### config.mk
export PLATFORM = sky130hd
export DESIGN_NAME = ifu_fetch_stage_flat
export DESIGN_NICKNAME = d
export VERILOG_FILES = /design/src/rtl/ifu_fetch_stage_if.sv /design/src/rtl/ifu_fetch_stage.sv /design/src/flat_wrapper.sv
export SDC_FILE = /design/constraint.sdc
export NUM_CORES = 1
export LEC_CHECK = 0
export ABC_AREA = 1
export CAP_MARGIN = 5
export CORE_MARGIN = 4
export CORE_UTILIZATION = 30
export CTS_CLUSTER_SIZE = 10
export DETAILED_ROUTE_END_ITERATION = 12
export HOLD_SLACK_MARGIN = 0.08
export PLACE_DENSITY = 0.54
export SLEW_MARGIN = 20
export SYNTH_ARGS = -nofsm -noshare
export SYNTH_HDL_FRONTEND = slang
export SYNTH_SLANG_ARGS = --single-unit
### constraint.sdc
create_clock -name clk -period 2.2 [get_ports clk]
set_clock_uncertainty 0.15 [all_clocks]
set_input_delay 0.33 -clock clk [delete_from_list [all_inputs] [get_ports clk]]
set_output_delay 0.33 -clock clk [all_outputs]
set_load 0.01 [all_outputs]
### src/rtl/ifu_fetch_stage_if.sv
// Instruction-memory request/response channel between the fetch stage and imem.
interface ifu_fetch_stage_if #(
    parameter int unsigned ADDR_W = 32,
    parameter int unsigned INST_W = 32
);
    logic              imem_req_valid;
    logic              imem_req_ready;
    logic [ADDR_W-1:0] imem_req_addr;
    logic              imem_resp_valid;
    logic [INST_W-1:0] imem_resp_data;

    // Fetch stage side: issues requests, consumes responses.
    modport master (
        output imem_req_valid,
        output imem_req_addr,
        input  imem_req_ready,
        input  imem_resp_valid,
        input  imem_resp_data
    );

    // Memory side: accepts requests, returns responses.
    modport slave (
        input  imem_req_valid,
        input  imem_req_addr,
        output imem_req_ready,
        output imem_resp_valid,
        output imem_resp_data
    );
endinterface

### src/rtl/ifu_fetch_stage.sv
// Fetch stage and IF/ID pipeline register: owns the PC, keeps one imem fetch
// outstanding, buffers a response that arrives during a stall, and honours
// EXE redirects without losing or duplicating instructions.
module ifu_fetch_stage #(
    parameter int unsigned          ADDR_W   = 32,
    parameter int unsigned          INST_W   = 32,
    parameter logic [ADDR_W-1:0]    RESET_PC = 32'h8000_0000
) (
    input  logic                clk,
    input  logic                rst_n,
    input  logic                pc_enable,
    input  logic                if_id_enable,
    input  logic                redirect_valid,
    input  logic [ADDR_W-1:0]   redirect_pc,
    ifu_fetch_stage_if.master   imem,
    output logic                if_id_valid,
    output logic [ADDR_W-1:0]   if_id_pc,
    output logic [INST_W-1:0]   if_id_inst,
    output logic [4:0]          if_id_rs1,
    output logic [4:0]          if_id_rs2
);

    typedef enum logic [1:0] {
        S_REQ,
        S_WAIT,
        S_DRAIN,
        S_HOLD
    } state_e;

    state_e            state_q, state_d;
    logic [ADDR_W-1:0] pc_q, pc_d;
    logic [INST_W-1:0] buf_q, buf_d;
    logic              if_id_valid_q, if_id_valid_d;
    logic [ADDR_W-1:0] if_id_pc_q, if_id_pc_d;
    logic [INST_W-1:0] if_id_inst_q, if_id_inst_d;

    logic              accept;
    logic              deliver;
    logic [INST_W-1:0] deliver_inst;

    assign accept = pc_enable & if_id_enable;

    // State register: FSM, PC, stall buffer and IF/ID fields.
    always_ff @(posedge clk or negedge rst_n) begin
        if (!rst_n) begin
            state_q       <= S_REQ;
            pc_q          <= RESET_PC;
            buf_q         <= '0;
            if_id_valid_q <= 1'b0;
            if_id_pc_q    <= '0;
            if_id_inst_q  <= '0;
        end else begin
            state_q       <= state_d;
            pc_q          <= pc_d;
            buf_q         <= buf_d;
            if_id_valid_q <= if_id_valid_d;
            if_id_pc_q    <= if_id_pc_d;
            if_id_inst_q  <= if_id_inst_d;
        end
    end

    // Next-state: fetch FSM, PC update and IF/ID load with flush-over-stall priority.
    always_comb begin
        state_d       = state_q;
        pc_d          = pc_q;
        buf_d         = buf_q;
        deliver       = 1'b0;
        deliver_inst  = buf_q;
        if_id_valid_d = if_id_valid_q;
        if_id_pc_d    = if_id_pc_q;
        if_id_inst_d  = if_id_inst_q;

        unique case (state_q)
            S_REQ: begin
                if (redirect_valid) begin
                    pc_d = redirect_pc;
                end else if (imem.imem_req_ready) begin
                    state_d = S_WAIT;
                end
            end
            S_WAIT: begin
                if (redirect_valid) begin
                    // A response landing with the redirect belongs to the old path: drop it.
                    pc_d    = redirect_pc;
                    state_d = imem.imem_resp_valid ? S_REQ : S_DRAIN;
                end else if (imem.imem_resp_valid) begin
                    if (accept) begin
                        deliver      = 1'b1;
                        deliver_inst = imem.imem_resp_data;
                        pc_d         = pc_q + ADDR_W'(4);
                        state_d      = S_REQ;
                    end else begin
                        buf_d   = imem.imem_resp_data;
                        state_d = S_HOLD;
                    end
                end
            end
            S_DRAIN: begin
                if (redirect_valid) begin
                    pc_d = redirect_pc;
                end
                if (imem.imem_resp_valid) begin
                    state_d = S_REQ;
                end
            end
            S_HOLD: begin
                if (redirect_valid) begin
                    pc_d    = redirect_pc;
                    state_d = S_REQ;
                end else if (accept) begin
                    deliver      = 1'b1;
                    deliver_inst = buf_q;
                    pc_d         = pc_q + ADDR_W'(4);
                    state_d      = S_REQ;
                end
            end
            default: begin
                state_d = S_REQ;
            end
        endcase

        if (redirect_valid) begin
            if_id_valid_d = 1'b0;
        end else if (accept) begin
            if (deliver) begin
                if_id_valid_d = 1'b1;
                if_id_pc_d    = pc_q;
                if_id_inst_d  = deliver_inst;
            end else begin
                if_id_valid_d = 1'b0;
            end
        end
    end

    // Outputs: request only from REQ, suppressed by a same-cycle redirect and by reset.
    always_comb begin
        imem.imem_req_valid = rst_n & (state_q == S_REQ) & ~redirect_valid;
        imem.imem_req_addr  = pc_q;
        if_id_valid         = if_id_valid_q;
        if_id_pc            = if_id_pc_q;
        if_id_inst          = if_id_inst_q;
        if_id_rs1           = if_id_inst_q[19:15];
        if_id_rs2           = if_id_inst_q[24:20];
    end

endmodule

### src/flat_wrapper.sv
// flat-port wrapper written by rule: the top's interface ports become plain ports
module ifu_fetch_stage_flat 
#(
    parameter int unsigned          ADDR_W   = 32,
    parameter int unsigned          INST_W   = 32,
    parameter logic [ADDR_W-1:0]    RESET_PC = 32'h8000_0000
)
  (clk, rst_n, pc_enable, if_id_enable, redirect_valid, redirect_pc, if_id_valid, if_id_pc, if_id_inst, if_id_rs1, if_id_rs2, imem_imem_req_valid, imem_imem_req_addr, imem_imem_req_ready, imem_imem_resp_valid, imem_imem_resp_data);
  ifu_fetch_stage_if #(.ADDR_W(ADDR_W), .INST_W(INST_W)) imem_i ();
  input  logic clk;
  input  logic rst_n;
  input  logic pc_enable;
  input  logic if_id_enable;
  input  logic redirect_valid;
  input  logic [ADDR_W-1:0] redirect_pc;
  output logic if_id_valid;
  output logic [ADDR_W-1:0] if_id_pc;
  output logic [INST_W-1:0] if_id_inst;
  output logic [4:0] if_id_rs1;
  output logic [4:0] if_id_rs2;
  output wire logic [$bits(imem_i.imem_req_valid)-1:0] imem_imem_req_valid;
  output wire logic [$bits(imem_i.imem_req_addr)-1:0] imem_imem_req_addr;
  input wire logic [$bits(imem_i.imem_req_ready)-1:0] imem_imem_req_ready;
  input wire logic [$bits(imem_i.imem_resp_valid)-1:0] imem_imem_resp_valid;
  input wire logic [$bits(imem_i.imem_resp_data)-1:0] imem_imem_resp_data;
  assign imem_imem_req_valid = imem_i.imem_req_valid;
  assign imem_imem_req_addr = imem_i.imem_req_addr;
  assign imem_i.imem_req_ready = imem_imem_req_ready;
  assign imem_i.imem_resp_valid = imem_imem_resp_valid;
  assign imem_i.imem_resp_data = imem_imem_resp_data;
  ifu_fetch_stage #(.ADDR_W(ADDR_W), .INST_W(INST_W), .RESET_PC(RESET_PC)) u_core (.clk(clk), .rst_n(rst_n), .pc_enable(pc_enable), .if_id_enable(if_id_enable), .redirect_valid(redirect_valid), .redirect_pc(redirect_pc), .imem(imem_i), .if_id_valid(if_id_valid), .if_id_pc(if_id_pc), .if_id_inst(if_id_inst), .if_id_rs1(if_id_rs1), .if_id_rs2(if_id_rs2));
endmodule
==> impl_metrics.csv, run 1 <==
group,metric,value,unit
clocking,numCtsBuffers,17,
sta,timing.final.crit_share,0.9167,
finish,nets,1046,
routing,drt_wl_total,20300,um
pwr,power_density,1299,nW/um^2
job,maxCapViolations,0,
placed_design,gp_congestion,0.8881,
clocking,post_cts_buffers,0,
sta,worstMarginPinSlew,0.7404,ns
finish,multi_input_area,2878,um^2
hold_path,hold_class,"reg2reg",
die,start_util,0.3058,
die,die_w,157.2,um
critical_path,critPathTopFamily,"buffers and inverters",
yosys,synth_seq_cells,131,
yosys,synth_fp_nets,874,
clocking,clk_pin_slew_worst_paths,0.06,ns
routing,drc,0,
global_route,grt_pass1_wl,32110,um
global_route,antenna_found_initial,0,
critical_path,crit_required,1.72,ns
clocking,root_buffer,"clkbuf_16",
pwr,p_leak,4.115,nW
sta,hold_viol_final,0,
pwr,ir_worst_vdd,480.7,uV
finish,final_util,0.4279,
sta,rsz0062_at_grt,"no",
global_route,grt_pass1_vias,5718,
placed_design,io_buffers,178,
die,rows,54,
placed_design,dpl.hpwl,14620,um
die,ios,179,
clocking,clk_path_buf_depth,2,
critical_path,cp.arrival,1.54,ns
critical_path,path_cells,"clkdlybuf4s50_1",
global_route,grt_usage,0.1673,
critical_path,crit_buf_inv,1,
finish,n_antenna_cell,0,
sta,fin_crit,2.017,ns
pwr,finalPower,12.13,mW
placed_design,post-place-ws,0.09185,ns
routing,drtIter0Drc,345,
sta,setup_slack,0.1832,ns
routing,vias,5833,
clocking,clk_latency,0.42,ns
sta,clock.fmax,0.4958,GHz
yosys,ys_warn_count,0,
yosys,seq_area_frac_synth,0.4914,
global_route,grt.overflow.total,0,
yosys,ys_types,32,
sta,fin_tns_setup,0,ns
routing,viasPerCell,4.604,
die,coreArea,21820,um^2
yosys,syn_avg_cell_area,8.322,um^2
routing,post_drt_wl_per_cell,16.02,um
critical_path,worst_setup_path_start_kind,"flop",
critical_path,max_stage_delay,0.61,ns
sta,setup_viol,0,
finish,drive_above_1_share,0.1114,
die,die_h,157.2,um
sta,slew_headroom,0.5064,
routing,antenna_left,0,
critical_path,crit_fanout,6,
routing,first_pass_iters,6,
clocking,cts_tree,"yes",
clocking,cts_max_level,4,
critical_path,slowest_stage,"clkdlybuf4s50_1",
clocking,numClockSinks,131,
finish,regArea,3281,um^2
yosys,synth.cell_area,6674,um^2
critical_path,worstSetupEndpointType,"output pin",
finish,area_growth_syn_to_layout,39.93,%
sta,report.final.slew_viol_count,0,
die,die-area,24700,um^2
global_route,grt_max_degree,132,
critical_path,crit_type,"reg2out",
outcome,status,"finished clean",
finish,n_fill_cell,2155,
yosys,syn_inst,802,
[where the power goes]
group	internal (mW)	leakage [nW]	switching, mW
sequential	3.45	1.58	0.822
combinational	2.63	2.24	2.32
clock	1.79	0.294	1.12
[synthesized netlist by cell type (all sizes together)]
cell type	number	area, um^2
nand2	236	898.4
dfrtp	130	3253
nor2	128	514.3
nand3	67	335.3
o21ai	62	347.8
inv	47	178.9
buf	36	297.8
a31oi	33	206.5
mux2	30	435.4
clkbuf	12	45.04
a21oi	6	30.03
o22ai	4	25.02
nand4	2	12.51
or2	2	12.52
xnor2	2	17.52
xor2	2	17.52
a22oi	1	7.510
dfstp	1	26.28
ha	1	12.51
[final timing paths]
check                                              start  slack (ns)                             to  cells after the start
setup / recovery           u_core.imem.imem_req_addr[11]        0.18         imem_imem_req_addr[11]                      1
setup reg to reg            u_core.imem.imem_req_addr[3]        0.31  u_core.imem.imem_req_addr[14]                     10
hold / removal                       u_core.if_id_pc[11]        0.32            u_core.if_id_pc[11]                      2
max in group asynchronous                          rst_n        0.88              u_core.state_q[1]                      3
hold reg to reg                      u_core.if_id_pc[11]        0.32            u_core.if_id_pc[11]                      2
min in group asynchronous                          rst_n        0.44                u_core.buf_q[1]                      3
[sequential cells by signal, summed over array words and instances (netlist names)]
register	cells
u_core.buf_q	32
u_core.if_id_inst	32
u_core.if_id_pc	32
u_core.if_id_valid	1
u_core.imem.imem_req_addr	32
u_core.state_q	2
[per-layer routing]
| layer | track usage | part of all wire | up-vias |
|---|---|---|---|
| li1 | - | - | 2946 |
| met3 | 0.04042 | 0.055 | 14 |
| met4 | 0.04793 | 0.013 | 0 |
| met5 | 0 | 0 | - |
| met1 | 0.2355 | 0.48 | 2710 |
| met2 | 0.2576 | 0.46 | 163 |
[placed cells by master (no fill, tap or decap), types with 17 or more instances in the layout]
master / n
a31oi_1: 33
clkbuf_16: 17
clkdlybuf4s50_1: 176
dfrtp_1: 129
inv_1: 42
mux2_4: 26
nand2_1: 233
nand3_1: 67
nor2_1: 124
o21ai_0: 43
[stage by stage]
| step | cells | area, um^2 | hold slack, ns |
|---|---|---|---|
| after floorplan | 802 | 6674 | -0.1156 |
| after global placement | 1234 | 8722 | 0.3028 |
| after detailed placement | 1234 | 8722 | 0.3188 |
| after CTS | 1267 | 9339 | 0.3071 |
| after global routing | 1267 | 9339 | 0.3305 |
| final | 1267 | 9339 | 0.3245 |
[layout make-up]
| type | count | area share |
|---|---|---|
| Timing Repair Buffer | 201 | 0.2189 |
| Multi-Input combinational cell | 576 | 0.3081 |
| Tap cell | 280 | 0.03751 |
| Clock buffer | 17 | 0.04555 |
| Sequential cell | 131 | 0.3513 |
| Clock inverter | 15 | 0.01943 |
| Inverter | 47 | 0.01916 |
[cell families after synthesis]
kind of cell,share of synthesized area
AND/OR/NAND/NOR,0.2657
flip-flops,0.4914
AO/OA/AOI/OAI,0.09243
buffers and inverters,0.07818
multiplexers,0.06524
XOR/XNOR,0.005250
adder cells (fa/ha/maj),0.001874
[timing repair]
action                                 CTS  global route
gates resized for setup                  2             0
hold buffers                             1             0
setup endpoints to repair                1             0
endpoints found under the hold margin  130             0
Power figures use the tool's default switching activity.
==> run 2, diff against run 1 <==
--- a/config.mk
+++ b/config.mk
@@ -12,7 +12,7 @@
 export CTS_CLUSTER_SIZE = 10
 export DETAILED_ROUTE_END_ITERATION = 12
 export HOLD_SLACK_MARGIN = 0.08
-export PLACE_DENSITY = 0.54
+export PLACE_DENSITY = 0.63
 export SLEW_MARGIN = 20
 export SYNTH_ARGS = -nofsm -noshare
 export SYNTH_HDL_FRONTEND = slang
==> run 2 against run 1 <==
- wire length shrank 0.48%
- global-route usage shrank 0.38 points
- cell count about the same
- total power increased by 2.0%
- combinational power up 0.8%
- register-to-register slack barely moved
- via count increased by 2.4%
- maximum frequency decreased by 2.0%
- non-clock buffer count grew 1
- largest power group unchanged
==> impl_metrics.csv, run 2 (synthesized netlist as in run 1, its figures left out) <==
group,metric,value,unit
clocking,numCtsBuffers,17,
critical_path,slowest_stage,"clkdlybuf4s50_1",
routing,vias,5974,
pwr,clock_power_share,0.253,
sta,report.final.slew_viol_count,0,
sta,worstMarginPinSlew,0.7528,ns
sta,timing.final.crit_share,0.9354,
critical_path,crit_fanout,6,
finish,n_antenna_cell,0,
routing,viasPerCell,4.711,
finish,nets,1047,
critical_path,path_cells,"clkdlybuf4s50_1",
critical_path,critPathTopFamily,"buffers and inverters",
routing,drc,0,
die,die_h,157.2,um
placed_design,io_buffers,178,
die,die_w,157.2,um
placed_design,gp_congestion,0.9111,
clocking,numClockSinks,131,
hold_path,hold_class,"in2reg",
routing,wl_met3,1111,um
critical_path,cp.arrival,1.58,ns
clocking,clk_path_buf_depth,2,
critical_path,worst_setup_path_start_kind,"flop",
global_route,grt_usage,0.1634,
outcome,status,"finished clean",
finish,drive_above_1_share,0.1123,
clocking,clk_pin_slew_worst_paths,0.07,ns
placed_design,dp.cells,1235,
sta,rsz0062_at_grt,"no",
routing,wl_met2,9406,um
finish,final_cell_mix,"nand2_1 (233), clkdlybuf4s50_1 (176), dfrtp_1 (129)",
clocking,cts_tree,"yes",
clocking,root_buffer,"clkbuf_16",
die,rows,54,
critical_path,crit_type,"reg2out",
finish,area_growth_syn_to_layout,40.64,%
die,die-area,24700,um^2
sta,setup_viol,0,
clocking,cts_max_level,4,
pwr,p_switching,4.341,mW
sta,clock.fmax,0.4860,GHz
routing,first_pass_iters,5,
clocking,clk_latency,0.42,ns
routing,post_drt_wl_per_cell,15.93,um
routing,antenna_left,0,
pwr,p_sw_frac,0.3510,
sta,fin_tns_setup,0,ns
pwr,p_leak,4.133,nW
pwr,ir_worst_vdd,513.0,uV
finish,final_cells,1268,
global_route,grt_pass1_vias,5798,
pwr,power_density,1318,nW/um^2
critical_path,crit_required,1.72,ns
pwr,p_int,8.027,mW
die,ios,179,
die,start_util,0.3058,
sta,slew_headroom,0.4981,
routing,top_layer_used,"met5",
critical_path,worstSetupEndpointType,"output pin",
global_route,grt.overflow.total,0,
routing,wl_met1,9211,um
pwr,pwr-share-comb,0.404,
critical_path,max_stage_delay,0.65,ns
global_route,grt_pass1_wl,31640,um
routing,drtIter0Drc,385,
critical_path,crit_buf_inv,1,
global_route,grt_max_degree,132,
clocking,post_cts_buffers,0,
global_route,antenna_found_initial,1,
placed_design,dpl.hpwl,14620,um
job,maxCapViolations,0,
sta,hold_viol_final,0,
finish,n_fill_cell,2153,
sta,fin_crit,2.058,ns
routing,drt_wl_total,20200,um
die,coreArea,21820,um^2
finish,layout_commonest_cell,"nand2_1",
pwr,p_seq_frac,0.344,
## run 2: changes by cell type in the layout (fill, tap and decap cells not counted)
cell	delta
clkinv_2	-3
clkinv_4	-3
inv_8	+3
inv_6	+2
buf_4	+1
bufinv_16	+1
## run 2: power by group through the flow
stage          logic, mW  clock network (mW)  registers (mW)
6_report            4.99                3.12            4.25
5_1_grt             5.47                3.29            4.39
4_1_cts             5.06                3.19            4.25
3_5_place_dp        5.03                   0            4.28
3_3_place_gp        4.98                   0            4.25
2_1_floorplan       2.32                   0            4.45
## run 2: layout make-up
class / count / area [um^2] / area share
Tap cell: 280 / 350.3 / 0.03732
Clock buffer: 17 / 425.4 / 0.04532
Multi-Input combinational cell: 576 / 2878 / 0.3066
Sequential cell: 131 / 3281 / 0.3495
Inverter: 47 / 178.9 / 0.01906
Timing Repair Buffer: 202 / 2052 / 0.2186
Clock inverter: 15 / 221.5 / 0.02359
## run 2: layer usage
layer,vias to the layer above,global-route usage
met5,-,0
met4,2,0.05326
met3,30,0.04069
met2,171,0.2547
met1,2815,0.2242
li1,2956,-
## run 2: timing repair
item                                    4_1_cts  5_1_grt
endpoints found under the setup margin        1        0
gates resized for setup                       2        0
endpoints found under the hold margin       130        0
hold buffers                                  1        0
## run 2: final timing paths
check / startpoint / depth (start not counted) / slack (ns) / end
worst max-delay path: u_core.imem.imem_req_addr[11] / 1 / 0.14 / imem_imem_req_addr[11]
max in group asynchronous: rst_n / 3 / 0.81 / u_core.state_q[1]
worst min-delay path: redirect_pc[3] / 3 / 0.32 / u_core.imem.imem_req_addr[3]
min in group asynchronous: rst_n / 3 / 0.48 / u_core.imem.imem_req_addr[6]
worst max register to register: u_core.imem.imem_req_addr[2] / 10 / 0.31 / u_core.imem.imem_req_addr[14]
worst min register to register: u_core.if_id_pc[3] / 2 / 0.32 / u_core.if_id_pc[3]
## run 2: stage by stage
| step | setup slack [ns] | cell area, um^2 | hold WS (ns) | power [mW] | utilization |
|---|---|---|---|---|---|
| after global routing | 0.1031 | 9387 | 0.3312 | 13.15 | 0.4301 |
| after global placement | 0.08452 | 8730 | 0.3070 | 9.231 | 0.4000 |
| after detailed placement | 0.05534 | 8730 | 0.3099 | 9.310 | 0.4000 |
| after floorplan | 0.5681 | 6674 | -0.1156 | 6.766 | - |
| final | 0.1422 | 9387 | 0.3187 | 12.37 | 0.4301 |
| after CTS | 0.1295 | 9387 | 0.3026 | 12.50 | 0.4301 |
==> run 3, diff against run 2 <==
--- a/config.mk
+++ b/config.mk
@@ -11,6 +11,7 @@
 export CORE_UTILIZATION = 30
 export CTS_CLUSTER_SIZE = 10
 export DETAILED_ROUTE_END_ITERATION = 12
+export GPL_ROUTABILITY_DRIVEN = 0
 export HOLD_SLACK_MARGIN = 0.08
 export PLACE_DENSITY = 0.63
 export SLEW_MARGIN = 20
==> results of run 3 <==
Final layout, timing and power as in run 2 (identical DEF).
